<file path="src/rtl/decoder_2_to_4_strobed.sv">
// Registered binary-to-one-hot line decoder with valid/ready intake.
// Each accepted code drives its line for 1+HOLD_CYCLES enabled cycles; back-to-back codes switch gaplessly.
module decoder_2_to_4_strobed #(
   parameter int SEL_W       = 2,
   parameter int HOLD_CYCLES = 0
) (
   input  logic                    clk,
   input  logic                    rst_n,
   input  logic                    en,
   input  logic                    in_valid,
   output logic                    in_ready,
   input  logic [SEL_W-1:0]        in_code,
   output logic [(2**SEL_W)-1:0]   out_lines,
   output logic                    out_valid,
   output logic                    done
);

   localparam int              OUT_W     = 2**SEL_W;
   localparam logic [7:0]      HOLD_LD   = 8'(HOLD_CYCLES);
   localparam logic [OUT_W-1:0] LINE_BASE = {{(OUT_W-1){1'b0}}, 1'b1};

   typedef enum logic {
      IDLE  = 1'b0,
      DRIVE = 1'b1
   } state_t;

   state_t             state_r;
   state_t             state_nxt_s;
   logic [7:0]         cnt_r;
   logic [7:0]         cnt_nxt_s;
   logic [SEL_W-1:0]   code_r;
   logic [SEL_W-1:0]   code_nxt_s;
   logic               ready_s;
   logic               accept_s;
   logic               out_valid_s;

   // Intake and output decode; rst_n gating keeps in_ready low while reset is held.
   always_comb begin
      ready_s     = rst_n & en & ((state_r == IDLE) | (cnt_r == 8'd0));
      accept_s    = in_valid & ready_s;
      out_valid_s = en & (state_r == DRIVE);
      in_ready    = ready_s;
      out_valid   = out_valid_s;
      done        = out_valid_s & (cnt_r == 8'd0);
      if (out_valid_s) begin
         out_lines = LINE_BASE << code_r;
      end else begin
         out_lines = {OUT_W{1'b0}};
      end
   end

   // Next-state logic; with en low every register holds its value.
   always_comb begin
      state_nxt_s = state_r;
      cnt_nxt_s   = cnt_r;
      code_nxt_s  = code_r;
      if (en) begin
         case (state_r)
            IDLE: begin
               if (accept_s) begin
                  state_nxt_s = DRIVE;
                  cnt_nxt_s   = HOLD_LD;
                  code_nxt_s  = in_code;
               end else begin
                  state_nxt_s = IDLE;
               end
            end
            DRIVE: begin
               if (cnt_r != 8'd0) begin
                  cnt_nxt_s = cnt_r - 8'd1;
               end else if (accept_s) begin
                  cnt_nxt_s  = HOLD_LD;
                  code_nxt_s = in_code;
               end else begin
                  state_nxt_s = IDLE;
               end
            end
            default: begin
               state_nxt_s = IDLE;
               cnt_nxt_s   = 8'd0;
            end
         endcase
      end else begin
         state_nxt_s = state_r;
      end
   end

   // State, hold counter and code register.
   always_ff @(posedge clk or negedge rst_n) begin
      if (!rst_n) begin
         state_r <= IDLE;
         cnt_r   <= 8'd0;
         code_r  <= {SEL_W{1'b0}};
      end else begin
         state_r <= state_nxt_s;
         cnt_r   <= cnt_nxt_s;
         code_r  <= code_nxt_s;
      end
   end

endmodule

</file>
<file path="config.mk">
export PLATFORM = sky130hd
export DESIGN_NAME = decoder_2_to_4_strobed
export DESIGN_NICKNAME = d
export VERILOG_FILES = /design/src/rtl/decoder_2_to_4_strobed.sv
export SDC_FILE = /design/constraint.sdc
export NUM_CORES = 1
export LEC_CHECK = 0
export ABC_AREA = 1
export BUFFER_PORTS_ARGS = -buffer_cell sky130_fd_sc_hd__clkbuf_2
export CAP_MARGIN = 0
export CORE_UTILIZATION = 35
export CTS_CLUSTER_SIZE = 10
export DETAILED_ROUTE_END_ITERATION = 12
export SYNTH_ARGS = -nofsm -noshare
export SYNTH_HDL_FRONTEND = slang
export SYNTH_SLANG_ARGS = --single-unit
export TNS_END_PERCENT = 100
</file>
<file path="constraint.sdc">
create_clock -name clk -period 1.35 [get_ports clk]
set_input_delay 0.3375 -clock clk [delete_from_list [all_inputs] [get_ports clk]]
set_output_delay 0.3375 -clock clk [all_outputs]
set_load 0.02 [all_outputs]
</file>
==> impl_metrics.xml <==
<?xml version="1.0" encoding="UTF-8"?>
<metrics>
  <group name="cells_and_area">
    <metric name="n_fill_cell" unit="">185</metric>
    <metric name="number_of_antenna_repair_diodes" unit="">0</metric>
    <metric name="area_growth" unit="%">69.9</metric>
    <metric name="drive_gt1_frac" unit="">0.521</metric>
    <metric name="final_cell_area" unit="µm²">1230</metric>
    <metric name="nets" unit="">150</metric>
  </group>
  <group name="pwr">
    <metric name="pwr-share-seq" unit="">0.228</metric>
    <metric name="peakVddDrop" unit="mV">1.37</metric>
    <metric name="p_comb_frac" unit="">0.685</metric>
    <metric name="net-switching-power" unit="mW">1.27</metric>
    <metric name="p_int" unit="mW">1.52</metric>
    <metric name="cellLeakagePower" unit="nW">0.595</metric>
    <metric name="power_density_over_cell_area" unit="nW/µm²">2270</metric>
    <metric name="power_share_of_the_clock_group" unit="">0.087</metric>
    <metric name="swShare" unit="">0.456</metric>
  </group>
  <group name="sta">
    <metric name="max_freq" unit="MHz">597</metric>
    <metric name="clock_skews" unit="ns">0.00282</metric>
    <metric name="period_minus_slack" unit="ns">1.68</metric>
    <metric name="worst_slew_margin_rel" unit="">0.835</metric>
    <metric name="final_hold_viol_count" unit="">0</metric>
    <metric name="layout_worst_path_cycle_share" unit="">1.24</metric>
    <metric name="setup_slack" unit="ns">-0.325</metric>
    <metric name="setup_tns" unit="ns">-3.42</metric>
    <metric name="transition_time_of_the_tightest_slew_check_pin" unit="ns">0.246</metric>
    <metric name="drv_slew" unit="">0</metric>
    <metric name="grt_setup_unrepaired" unit="">true</metric>
    <metric name="finalSetupViolations" unit="">18</metric>
  </group>
  <group name="global_route">
    <metric name="antenna_found_initial" unit="">0</metric>
    <metric name="overflow" unit="">0</metric>
    <metric name="grt_pass1_vias" unit="">749</metric>
    <metric name="grt_start_max_net_pins" unit="">12</metric>
    <metric name="global_route_wire_length_before_repair" unit="µm">3120</metric>
    <metric name="grt_util_all_layers" unit="">0.207</metric>
  </group>
  <group name="drt">
    <metric name="route.detailed.drc" unit="">0</metric>
    <metric name="post_drt_wl_per_cell" unit="µm">12.6</metric>
    <metric name="met3RoutedLength" unit="µm">48</metric>
    <metric name="routed-via-count" unit="">825</metric>
    <metric name="drt.antenna.violating_nets" unit="">0</metric>
    <metric name="detail_route.iter0.violations" unit="">12</metric>
    <metric name="vias_per_cell" unit="">4.88</metric>
    <metric name="dr_wl_met2" unit="µm">1180</metric>
    <metric name="top_layer_used" unit="">met4</metric>
    <metric name="finalWirelength" unit="µm">2130</metric>
    <metric name="detailedRoute.firstPassIterationCount" unit="">4</metric>
    <metric name="drt-met1-wl" unit="µm">833</metric>
  </group>
  <group name="critical_path">
    <metric name="cp-start-kind" unit="">register</metric>
    <metric name="timing.setup.critical_path_class" unit="">reg -&gt; out</metric>
    <metric name="timing.critical_path.fanout_max" unit="">3</metric>
    <metric name="cp.arrival" unit="ns">1.34</metric>
    <metric name="cpMaxStageDelayCell" unit="">sky130_fd_sc_hd__dfrtp_1</metric>
    <metric name="critical_path_buf_inv_count" unit="">2</metric>
    <metric name="endpoint_kind" unit="">primary output</metric>
    <metric name="cpLargestDelayFamily" unit="">flip-flops</metric>
    <metric name="worstPathCellList" unit="">inv_2, ha_4, nand2_4, nor2_4, nor2_2, nor2_4, buf_8</metric>
    <metric name="slowest_delay" unit="ns">0.39</metric>
    <metric name="cp.required" unit="ns">1.01</metric>
    <metric name="crit_top_cell" unit="">sky130_fd_sc_hd__nor2_4</metric>
  </group>
  <group name="floorplan">
    <metric name="floorplan.rows" unit="">16</metric>
    <metric name="io-pin-count" unit="">13</metric>
    <metric name="initial_core_util" unit="">0.372</metric>
    <metric name="die_height" unit="µm">47.5</metric>
    <metric name="floorplan.core_area" unit="µm²">1940</metric>
    <metric name="die_area" unit="µm²">2250</metric>
    <metric name="chip_width" unit="µm">47.5</metric>
  </group>
  <group name="synth">
    <metric name="synth-warning-count" unit="">0</metric>
    <metric name="fraction_of_synthesized_area_in_multiplexers" unit="">0</metric>
    <metric name="synth-edff-count" unit="">0</metric>
    <metric name="avgSynthCellArea" unit="µm²">7.09</metric>
    <metric name="synthesis.nets" unit="">109</metric>
    <metric name="largest_family_of_logic_cells_by_synthesized_area" unit="">simple AND/OR/NAND/NOR gates</metric>
    <metric name="synth_sequential_area_ratio" unit="">0.381</metric>
    <metric name="post_synth_num_cell_types" unit="">20</metric>
    <metric name="post_synth_xor_area_fraction" unit="">0</metric>
    <metric name="yosys.area_share.simple" unit="">0.389</metric>
    <metric name="synth_flop_cell" unit="">sky130_fd_sc_hd__dfrtp_1</metric>
    <metric name="synth.ff_latch_count" unit="">11</metric>
    <metric name="syn-instance-count" unit="">102</metric>
    <metric name="mappedNetlistArea" unit="µm²">723</metric>
    <metric name="postSynth.asyncResetShare" unit="">1.00</metric>
    <metric name="synth_compound_gate_area_share" unit="">0.104</metric>
    <metric name="adder_cell_fraction_of_synth_area" unit="">0.0173</metric>
  </group>
  <group name="worst_hold_path">
    <metric name="hold_class" unit="">in -&gt; reg</metric>
  </group>
  <group name="cts">
    <metric name="cts_made_buffers" unit="">3</metric>
    <metric name="clk_buf_depth" unit="">2</metric>
    <metric name="cts-htree-levels" unit="">1</metric>
    <metric name="cts_tree" unit="">yes</metric>
    <metric name="cts_root_buffer" unit="">sky130_fd_sc_hd__clkbuf_4</metric>
    <metric name="clk-insertion-delay-late" unit="ns">0.28</metric>
    <metric name="worst_setup_hold_path_clk_slew" unit="ns">0.07</metric>
    <metric name="clkSinkCount" unit="">11</metric>
  </group>
  <group name="job">
    <metric name="cap_violations" unit="">0</metric>
  </group>
  <group name="placement">
    <metric name="hpwlAfterDp" unit="µm">1280</metric>
    <metric name="gp_routability_congestion" unit="">0.794</metric>
    <metric name="postPlaceCellArea" unit="µm²">956</metric>
    <metric name="placement.io_buffers" unit="">12</metric>
  </group>
  <group name="status">
    <metric name="status" unit="">complete, but fails checks</metric>
    <metric name="failed_checks" unit="">setup timing</metric>
  </group>
</metrics>
## logic make-up (layout without fill, tap and decap cells)
logic type,count (synthesis),in the layout
compound gates,10,10
buf+inv,19,58
flops,11,11
simple gates,61,62
fa+ha+maj,1,1
## worst min-delay path, cell delays in order
cell                       delay (ns)
sky130_fd_sc_hd__clkbuf_2        0.10
sky130_fd_sc_hd__nor2_4          0.08
sky130_fd_sc_hd__a21oi_2         0.03
## worst paths after layout
| path | from | endpoint | slack, ns | depth (start not counted) |
|---|---|---|---|---|
| min reg2reg | cnt_r[0] | cnt_r[0] | 0.59 | 3 |
| min | in_code[1] | code_r[1] | 0.30 | 3 |
| max in group asynchronous | rst_n | code_r[1] | 0.65 | 3 |
| max reg2reg | cnt_r[0] | code_r[1] | -0.26 | 9 |
| min in group asynchronous | rst_n | cnt_r[5] | 0.53 | 3 |
| max | cnt_r[0] | in_ready | -0.33 | 7 |
## synthesized netlist by cell type (2+ instances only)
cell                       n  area [µm²]
sky130_fd_sc_hd__a21oi_2   2        17.5
sky130_fd_sc_hd__dfrtp_1  11         275
sky130_fd_sc_hd__inv_1    18        67.6
sky130_fd_sc_hd__nand2_1  19        71.3
sky130_fd_sc_hd__nand2_2   2        12.5
sky130_fd_sc_hd__nand3_1   7        35.0
sky130_fd_sc_hd__nand4_1   2        12.5
sky130_fd_sc_hd__nor2_1   20        75.1
sky130_fd_sc_hd__nor2_2    4        25.0
sky130_fd_sc_hd__nor3_1    5        25.0
sky130_fd_sc_hd__o21ai_0   3        15.0
## layout by cell type, fill, tap and decap left out, types with 2 or more instances in the layout
| master | count |
|---|---|
| sky130_fd_sc_hd__a21oi_2 | 2 |
| sky130_fd_sc_hd__buf_4 | 21 |
| sky130_fd_sc_hd__buf_6 | 6 |
| sky130_fd_sc_hd__buf_8 | 3 |
| sky130_fd_sc_hd__clkbuf_2 | 5 |
| sky130_fd_sc_hd__clkbuf_4 | 3 |
| sky130_fd_sc_hd__dfrtp_1 | 9 |
| sky130_fd_sc_hd__dfrtp_2 | 2 |
| sky130_fd_sc_hd__inv_1 | 12 |
| sky130_fd_sc_hd__inv_2 | 5 |
| sky130_fd_sc_hd__nand2_1 | 16 |
| sky130_fd_sc_hd__nand2_2 | 3 |
| sky130_fd_sc_hd__nand3_1 | 5 |
| sky130_fd_sc_hd__nand3_2 | 2 |
| sky130_fd_sc_hd__nand3_4 | 2 |
| sky130_fd_sc_hd__nand4_1 | 2 |
| sky130_fd_sc_hd__nor2_1 | 15 |
| sky130_fd_sc_hd__nor2_2 | 4 |
| sky130_fd_sc_hd__nor2_4 | 5 |
| sky130_fd_sc_hd__nor3_4 | 3 |
| sky130_fd_sc_hd__o21ai_1 | 2 |
| sky130_fd_sc_hd__o21ai_2 | 2 |
## final cells by class
class,instances,area [µm²],area share
Inverter,18,70.1,0.0570
Multi-Input combinational cell,73,515,0.420
Tap cell,27,33.8,0.0275
Timing Repair Buffer,36,305,0.248
Clock buffer,4,26.3,0.0214
Sequential cell,11,278,0.226
## flip-flops by register name, indices dropped and copies added (netlist names)
signal,count
state_r,1
cnt_r,8
code_r,2
## stage by stage
step | util | std cells | worst slack [ns] | hold WS [ns] | power (mW)
6_report | 0.633 | 169 | -0.325 | 0.303 | 2.80
2_1_floorplan | - | 102 | -0.0848 | 0.0419 | 1.49
3_5_place_dp | 0.492 | 155 | -0.0846 | 0.293 | 1.98
5_1_grt | 0.633 | 169 | -0.388 | 0.313 | 2.98
4_1_cts | 0.586 | 165 | -0.373 | 0.316 | 2.50
3_3_place_gp | 0.492 | 155 | -0.0574 | 0.298 | 1.96
## power groups by stage
stage	Combinational [mW]	Sequential (mW)	Clock [mW]
detailed placement	1.39	0.594	0
CTS	1.65	0.606	0.247
floorplan	0.863	0.625	0
finish	1.91	0.636	0.244
global route	2.07	0.657	0.259
global placement	1.37	0.592	0
## per-layer routing
metal  global-route usage  vias to the layer above
met5                    0                        -
met4                0.126                        0
met2                0.359                       15
met1                0.245                      398
met3               0.0226                        6
li1                     -                      406
## what timing repair did
item	in CTS	in global routing
endpoints found under the setup margin	17	18
resized for setup	28	23
buffers inserted	4	4
pin swaps	10	9
endpoints found under the hold margin	11	0
hold buffers	1	0
cloned	1	0
Power figures use the tool's default switching activity.
